===== src/rtl/imem_loader.sv =====
// Boot-time instruction memory loader: packs a byte stream into little-endian
// 32-bit words, writes them to consecutive word addresses, then releases the CPU.
module imem_loader #(
   parameter int DEPTH = 100,
   parameter int CNT_W = 8
) (
   input  logic             clk,
   input  logic             rst,
   input  logic             start,
   input  logic [CNT_W-1:0] word_count,
   input  logic [7:0]       rx_data,
   input  logic             rx_valid,
   output logic             rx_ready,
   output logic             mem_we,
   output logic [31:0]      mem_addr,
   output logic [31:0]      mem_wdata,
   output logic             cpu_hold,
   output logic             busy,
   output logic             done,
   output logic             err
);

   typedef enum logic [2:0] {IDLE, RECV, WRITE, DONE, ERR} state_t;

   state_t           state_q, state_d;
   logic [1:0]       byte_cnt_q, byte_cnt_d;
   logic [CNT_W-1:0] word_idx_q, word_idx_d;
   logic [CNT_W-1:0] count_q, count_d;
   logic             cpu_hold_q, cpu_hold_d;
   logic             busy_q, busy_d;
   logic             done_q, done_d;
   logic             err_q, err_d;
   logic             mem_we_q, mem_we_d;
   logic [31:0]      mem_addr_q, mem_addr_d;
   logic [31:0]      mem_wdata_q, mem_wdata_d;

   logic count_bad;
   logic byte_fire;
   logic last_word;

   assign count_bad = (word_count == '0) || (word_count > CNT_W'(DEPTH));
   assign byte_fire = rx_valid && (state_q == RECV);
   assign last_word = (word_idx_q == count_q - CNT_W'(1));

   // NOTE: sequential state uses non-blocking assignments so every flop samples pre-edge values.
   always_ff @(posedge clk) begin
      if (rst) begin
         state_q     <= IDLE;
         byte_cnt_q  <= '0;
         word_idx_q  <= '0;
         count_q     <= '0;
         cpu_hold_q  <= 1'b1;
         busy_q      <= 1'b0;
         done_q      <= 1'b0;
         err_q       <= 1'b0;
         mem_we_q    <= 1'b0;
         mem_addr_q  <= '0;
         mem_wdata_q <= '0;
      end else begin
         state_q     <= state_d;
         byte_cnt_q  <= byte_cnt_d;
         word_idx_q  <= word_idx_d;
         count_q     <= count_d;
         cpu_hold_q  <= cpu_hold_d;
         busy_q      <= busy_d;
         done_q      <= done_d;
         err_q       <= err_d;
         mem_we_q    <= mem_we_d;
         mem_addr_q  <= mem_addr_d;
         mem_wdata_q <= mem_wdata_d;
      end
   end

   always_comb begin
      state_d = state_q;
      case (state_q)
         IDLE, DONE, ERR: if (start) state_d = count_bad ? ERR : RECV;
         RECV:            if (byte_fire && byte_cnt_q == 2'd3) state_d = WRITE;
         WRITE:           state_d = last_word ? DONE : RECV;
         default:         state_d = IDLE;
      endcase
   end

   // NOTE: every signal gets a hold default first so no path through this block infers a latch.
   always_comb begin
      byte_cnt_d  = byte_cnt_q;
      word_idx_d  = word_idx_q;
      count_d     = count_q;
      cpu_hold_d  = cpu_hold_q;
      busy_d      = busy_q;
      done_d      = done_q;
      err_d       = err_q;
      mem_addr_d  = mem_addr_q;
      mem_wdata_d = mem_wdata_q;
      mem_we_d    = (state_d == WRITE);

      case (state_q)
         IDLE, DONE, ERR: begin
            if (start) begin
               cpu_hold_d = 1'b1;
               done_d     = 1'b0;
               if (count_bad) begin
                  err_d = 1'b1;
               end else begin
                  err_d      = 1'b0;
                  busy_d     = 1'b1;
                  word_idx_d = '0;
                  byte_cnt_d = '0;
                  count_d    = word_count;
               end
            end
         end
         RECV: begin
            if (byte_fire) begin
               mem_wdata_d[{byte_cnt_q, 3'b000} +: 8] = rx_data;
               byte_cnt_d = byte_cnt_q + 2'd1;
               // Address is registered alongside the strobe so both appear in the WRITE cycle.
               if (byte_cnt_q == 2'd3) mem_addr_d = 32'(word_idx_q) << 2;
            end
         end
         WRITE: begin
            if (last_word) begin
               busy_d     = 1'b0;
               done_d     = 1'b1;
               cpu_hold_d = 1'b0;
            end else begin
               word_idx_d = word_idx_q + CNT_W'(1);
               byte_cnt_d = '0;
            end
         end
         default: ;
      endcase
   end

   assign rx_ready  = (state_q == RECV);
   assign mem_we    = mem_we_q;
   assign mem_addr  = mem_addr_q;
   assign mem_wdata = mem_wdata_q;
   assign cpu_hold  = cpu_hold_q;
   assign busy      = busy_q;
   assign done      = done_q;
   assign err       = err_q;

endmodule


===== config.mk =====
export PLATFORM = sky130hd
export DESIGN_NAME = imem_loader
export DESIGN_NICKNAME = d
export VERILOG_FILES = /design/src/rtl/imem_loader.sv
export SDC_FILE = /design/constraint.sdc
export NUM_CORES = 1
export LEC_CHECK = 0
export CELL_PAD_IN_SITES_DETAIL_PLACEMENT = 2
export CELL_PAD_IN_SITES_GLOBAL_PLACEMENT = 2
export CORE_MARGIN = 4
export CORE_UTILIZATION = 27
export CTS_BUF_LIST = sky130_fd_sc_hd__clkbuf_8 sky130_fd_sc_hd__clkbuf_16
export DETAILED_ROUTE_END_ITERATION = 12
export PLACE_DENSITY = 0.78
export RECOVER_POWER = 50
export SLEW_MARGIN = 20
export SYNTH_ARGS = -nofsm -noshare
export SYNTH_HDL_FRONTEND = slang
export SYNTH_SLANG_ARGS = --single-unit

===== constraint.sdc =====
create_clock -name clk -period 3.1 [get_ports clk]
set_input_delay 0.62 -clock clk [delete_from_list [all_inputs] [get_ports clk]]
set_output_delay 0.62 -clock clk [all_outputs]
set_load 0.02 [all_outputs]

==> summary.md, run 1 <==
| Metric | Value |
|---|---|
| Placed Cells | 592 |
| TNS Setup | 0 ns |
| Sink Count | 66 |
| Fin crit share | about nine tenths |
| Critical path arrival | 3.03 ns |
| Setup Viol. Count Final | 0 |
| First-pass GRT wire length | ~17000 um |
| GR Overflow Total | 0 |
| Total CTS buffers | 9 |
| Hold Crit Class | flop to flop |
| Share of the synthesized area in the top cell type | 40.7% |
| Register area | between 1000 and 1500 um2 |
| FF-to-FF setup slack | 0.29 ns |
| Largest cells by area after synthesis | dfxtp_1, a21oi_1, nand2_1 |
| Async SR Flop Fraction | 0% |
| Final worst path period need | 2.81 ns |
| Pwr Density | around 520 nW/um2 |
| Initial Util | 27.9% |
| CP top delay family | simple AND/OR/NAND/NOR gates |
| Multi-input logic area | 1700 um2 |
| Hold depth | 2 |
| Clock latency on the worst-skew pair | 0.33 ns |
| Final instance area | 4250 um2 |
| Top_reg_cell synth | dfxtp_1 |
| WP data required | 3.32 ns |
| Die Area | 13800 um2 |
| Initial antenna violation count | 0 |
| Static Leak | 1.67 nW |
| Clock Root Buffer | clkbuf_16 |
| YS warnings | 0 |
| R2R Path End | word_idx_q[5] |
| RSZ-0062 raised after global routing | no |
| I/O pin count | 90 |
| Post-DP HPWL | roughly 7500 um |
| Maximum clock rate | 0.356 GHz |
| Hold Crit Start | mem_wdata[28] |
| Area delta synth->final | 31.0% |
| DR vias | 2978 |
| Final wirelength | 10500 um |
| 1st-iter DRT viols | 84 |
| Port Buffer Count | 65 |
| Slowest cell on crit path | or4_4 |
| Slew headroom | about two fifths |
| #FFs+latches synth | between 60 and 70 |
| RR Startpoint | count_q[0] |
| CP Launch Type | flop |
| Cts repair resizes | 0 |
| CTS tree | built |
| Cell taking the most area after synthesis | dfxtp_1 |
| 1st-pass router iterations | 4 |
| Mapped Area | 3240 um2 |
| Drt drc | 0 |
| CP Capture Type | flop |
| R2R depth | 9 |
| Max-cap violations | 0 |
| Fin. Hold Viols | 0 |
| DIE HEIGHT | 118 um |
| WL per Instance | 17.2 um |
| Fin nets | 487 |
| Synthesized instance count | 400 |
| Most common cell after layout, fill and taps aside | dfxtp_1 |
| Syn avg cell area | 8.11 um2 |
| Die X-Extent | 118 um |
| Hold Slack | around 0.45 ns |
| Hold_buf cts | 0 |
| Status | completed |
| Final Slew Violations | 0 |
| Hold Crit Endpoint | mem_wdata[28] |
| GP Congestion | 0.808 |
| Overall routing resource usage | 15.6% |
| Tightest Pin Transition | between 0.8 and 0.9 ns |
| WP buf/inv | 1 |
| Post-CTS Setup Bufs | 0 |
| Row count | 39 |
| Share of layout cells above drive strength 1 | 7.10% |
| CP Max Fanout | 11 |
| Post-synthesis sequential area ratio | 40.7% |
| Core box area | roughly 12000 um2 |
| Via count of the first global-routing pass | about 3200 |
| Reg clk slew, reported paths | about 0.060 ns |
| H-tree levels | 3 |
| Critical-path cell list | inv_1 > ha_1 > or3b_1 > or4_4 > a2111oi_4 > o211ai_4 > a21boi_4 > or4_1 > a21oi_1 |
| Clock buffer depth | 2 |
| Slowest cell delay on critical path | ~0.45 ns |
| FILL cells | 1329 |
| Kind of critical path | flop to flop |
| Antenna Cells | 0 |
| Post-synth cell types | 48 |
| Placed Instance Area | a little under 4000 um2 |
| Worst clock skew | between 0.007 and 0.008 ns |
| Final Non-Filler Cells | ~610 |
| PnR Total Power | 2.20 mW |
| Via-to-Cell Ratio | 4.90 |
| Peak VDD IR | 0.283 mV |
| Commonest cells after routing, fill and taps aside | dfxtp_1, nand2_1, a21oi_1 |
| Largest net degree at the start of global routing | 58 |
| Post-DRT Antenna Nets | 0 |
| Post-synth EDFFs | 0 |
[cell type report]
type | instances | area share [%]
Sequential cell | 66 | 31.1
Inverter | 6 | 0.530
Tap cell | 143 | 4.21
Multi-Input combinational cell | 305 | 40.1
Timing Repair Buffer | 72 | 16.3
Clock inverter | 5 | 1.83
Clock buffer | 11 | 5.95
[sequential cells by signal (all words and copies together) (netlist names)]
name,count
done,1
word_idx_q,8
mem_addr,8
err,1
state_q,3
mem_we,1
busy,1
count_q,8
cpu_hold,1
mem_wdata,32
byte_cnt_q,2
[cells by family (layout without fill, tap and decap cells)]
logic type / Yosys count / in the layout / synth area share [%]
adder cells (fa/ha/maj): 7 / 7 / 2.70
multiplexers: 9 / 9 / 2.78
XOR/XNOR: 9 / 9 / 2.43
flip-flops: 66 / 66 / 40.7
buffers and inverters: 52 / 94 / 9.64
AND/OR/NAND/NOR: 175 / 175 / 26.4
AO/OA/AOI/OAI: 81 / 81 / 15.2
other: 1 / 24 / 0.116
[synth_stat cells (3+ instances only)]
| cell | count |
|---|---|
| nor3_1 | 5 |
| buf_6 | 3 |
| dfxtp_1 | 66 |
| nand2b_1 | 6 |
| o31ai_1 | 4 |
| mux2i_1 | 9 |
| or4_1 | 7 |
| inv_1 | 6 |
| nand3_1 | 36 |
| ha_1 | 7 |
| nor3b_1 | 5 |
| nand2_1 | 65 |
| and3_1 | 5 |
| o21ai_0 | 5 |
| buf_2 | 3 |
| xnor2_1 | 7 |
| buf_4 | 24 |
| clkbuf_1 | 15 |
| a21oi_1 | 57 |
| nor2_1 | 27 |
[per-stage QoR]
| stage | setup WS, ns | util [%] |
|---|---|---|
| floorplan | 0.583 | - |
| global placement | 0.199 | 33.7 |
| detailed placement | 0.0884 | 33.7 |
| CTS | 0.164 | 36.6 |
| global route | 0.113 | 36.6 |
| finish | 0.288 | 36.6 |
[power by group]
| part | total (mW) | switching [mW] | internal (mW) |
|---|---|---|---|
| combinational | 0.204 | 0.129 | 0.0756 |
| sequential | 0.876 | 0.0158 | 0.860 |
| clock | 1.12 | 0.374 | 0.744 |
[worst min-delay path, cell delays in order, from the launching register on]
cell,delay [ns]
dfxtp_1,0.30
nand2_1,0.05
a21oi_1,0.05
[per-layer routing]
metal / track usage, % / share of wire, %
met2: 26.9 / 50
met4: 7.11 / 2.3
met5: 0 / 0
met1: 18.8 / 44
met3: 2.88 / 3.4
[worst max-delay path by stage]
stage                        from             to  cells after the start
floorplan              count_q[0]  word_idx_q[7]                     10
global placement    word_count[0]  word_idx_q[7]                      7
detailed placement  word_count[0]  word_idx_q[2]                      9
CTS                    count_q[0]  word_idx_q[5]                      9
global route           count_q[0]  word_idx_q[5]                      9
finish                 count_q[0]  word_idx_q[5]                      9
(Power assumes the default switching activity.)
==> run 2: changes to the inputs <==
- CORE_ASPECT_RATIO: default -> 0.5
==> run 2 against run 1 <==
- maximum frequency fell by 1.4%
- die area increased by 0.76%
- total power grew 4.5%
- register-to-register slack lost 0.04 ns
- combinational power grew 3%
- wire length rose by 1.8%
- critical path depth rose by 1
- worst hold slack got worse by 0.0016 ns
==> summary.md, run 2 (synthesis results as in run 1) <==
| Metric | Value |
|---|---|
| Status | completed |
| Area delta synth->final | 33.4% |
| Initial Util | 28.6% (+0.65 points) |
| Tightest Pin Transition | 0.826 ns (-0.0583 ns) |
| Row count | 27 (-31%) |
| Max-cap violations | 0 (unchanged) |
| H-tree levels | 3 (unchanged) |
| Share of layout cells above drive strength 1 | 8.51% (+1.4 points) |
| Hold Crit Class | flop to flop |
| Initial antenna violation count | 0 (unchanged) |
| Via count of the first global-routing pass | 3443 (+6.3%) |
| Antenna Cells | 0 (unchanged) |
| Final wirelength | 10700 um (+1.8%) |
| Clock buffer depth | 2 (unchanged) |
| Largest net degree at the start of global routing | 58 (unchanged) |
| Final Slew Violations | 0 (unchanged) |
| Final worst path period need | 2.85 ns (+0.0403 ns) |
| Multi-input logic area | 1700 um2 (-0.44%) |
| First-pass GRT wire length | 17700 um (+1.2%) |
| GR Overflow Total | 0 (unchanged) |
| CP Capture Type | flop |
| Clock latency on the worst-skew pair | 0.34 ns (about the same) |
| Total CTS buffers | 9 (unchanged) |
| Fin. Hold Viols | 0 (unchanged) |
| Critical-path cell list | inv_1 > ha_1 > or3b_1 > or4_4 > a2111oi_4 > o211ai_4 > a21boi_2 > buf_4 > o21ai_1 > a21oi_1 |
| Largest register FFs | 32 (unchanged) |
| Port Buffer Count | 65 (unchanged) |
| DIE HEIGHT | 85.5 um (-27%) |
| Core box area | 11400 um2 (-2.3%) |
| Cts repair resizes | 0 (unchanged) |
| Overall routing resource usage | 16.1% (+0.43 points) |
| 1st-pass router iterations | 4 (unchanged) |
| Setup Viol. Count Final | 0 (unchanged) |
| Register area | 1320 um2 (unchanged) |
| DR vias | 3040 (+2.1%) |
| 1st-iter DRT viols | 154 (+83%) |
| Fin nets | 492 (+1.0%) |
| Dpl ws | 0.0355 ns (-0.0529 ns) |
| Post-DP HPWL | 7680 um (+2.2%) |
| Sink Count | 66 (unchanged) |
| Slew headroom | 44.5% (+3.6 points) |
| I/O pin count | 90 (unchanged) |
| Reg clk slew, reported paths | 0.06 ns (about the same) |
| Post-CTS Setup Bufs | 0 (unchanged) |
| Post-route core utilization | 38.1% (+1.5 points) |
| FILL cells | 1309 (-1.5%) |
| PnR Total Power | 2.30 mW (+4.5%) |
| Critical path arrival | 3.12 ns (+0.09 ns) |
| RSZ-0062 raised after global routing | no |
| CTS tree | built |
| WL per Instance | 16.9 um (-1.6%) |
| Kind of critical path | flop to flop |
| Die X-Extent | 163 um (+39%) |
| Peak VDD IR | 0.190 mV (-33%) |
| Worst setup margin | 0.248 ns (-0.0403 ns) |
| Hold_buf cts | 0 (unchanged) |
| Fin crit share | 92.0% (+1.3 points) |
| CP Launch Type | flop |
| GP Congestion | 0.788 (-2.5%) |
| Die Area | 13900 um2 (+0.76%) |
| Maximum clock rate | 0.351 GHz (-1.4%) |
| Drt drc | 0 (unchanged) |
| Post-DRT Antenna Nets | 0 (unchanged) |
| Via-to-Cell Ratio | 4.83 (-1.3%) |
| Clock Root Buffer | clkbuf_16 |
| TNS Setup | 0 ns (unchanged) |
| Slowest cell delay on critical path | 0.45 ns (about the same) |
| Static Leak | 1.69 nW (+1.0%) |
| Worst clock skew | 0.00878 ns (+0.000835 ns) |
| Pwr Density | 531 nW/um2 (+2.7%) |
| Slowest cell on crit path | a2111oi_4 |
| CP Max Fanout | 9 (-2) |
| WP data required | 3.37 ns (+0.05 ns) |
| Commonest cells after routing, fill and taps aside | dfxtp_1, nand2_1, a21oi_1 |
| Most common cell after layout, fill and taps aside | dfxtp_1 |
-- run 2: changes by cell type in the layout (fill, tap and decap cells not counted) --
cell	change
inv_1	-1
a21boi_4	-1
clkinvlp_4	+2
clkbuf_8	-1
buf_4	+6
bufinv_16	+1
a21boi_2	+1
clkinv_2	-1
clkbuf_1	-1
-- run 2: through the flow --
stage | instance area, um2 | std cells | hold slack (ns)
final | 4330 | 629 | 0.450
after global routing | 4330 | 629 | 0.477
after CTS | 4330 | 629 | 0.457
after detailed placement | 3980 | 613 | 0.451
after global placement | 3980 | 613 | 0.441
after floorplan | 3330 | 423 | 0.465
-- run 2: worst paths after layout --
path	startpoint	end	slack (ns)	cells after the start
worst max-delay path	count_q[1]	word_idx_q[6]	0.25	10
worst min-delay path	mem_wdata[31]	mem_wdata[31]	0.45	2
worst max register to register	count_q[1]	word_idx_q[6]	0.25	10
worst min register to register	mem_wdata[31]	mem_wdata[31]	0.45	2
-- run 2: report_power, final --
part           switching [mW]  internal (mW)  total, mW
clock                   0.405          0.809       1.21
combinational           0.131         0.0790      0.210
sequential             0.0147          0.860      0.875
-- run 2: area by class of cell --
type | count | share of cell area [%]
clock inverter | 6 | 2.63
inverter | 6 | 0.521
multi-input combinational | 305 | 39.2
sequential | 66 | 30.5
tap | 159 | 4.60
timing repair buffer | 77 | 17.0
clock buffer | 10 | 5.52
-- run 2: critical path, delay by kind of cell (launching register included) --
family,cells,cell delay [ns]
compound gates,5,1.16
simple gates,2,0.85
flops,1,0.34
buf+inv,2,0.25
fa+ha+maj,1,0.19
-- run 2: per-layer routing --
metal  wire length (um)  share of wire [%]  global-route usage [%]
met5                  0                  0                       0
met4                179                1.7                    5.86
met3                541                5.1                    4.75
met2               5070                 48                    27.9
met1               4860                 46                    19.0
==> run 3: changes to the inputs <==
- HOLD_SLACK_MARGIN: default -> 0.02
==> results of run 3 <==
No change in the layout: final DEF, timing and power equal those of run 2.
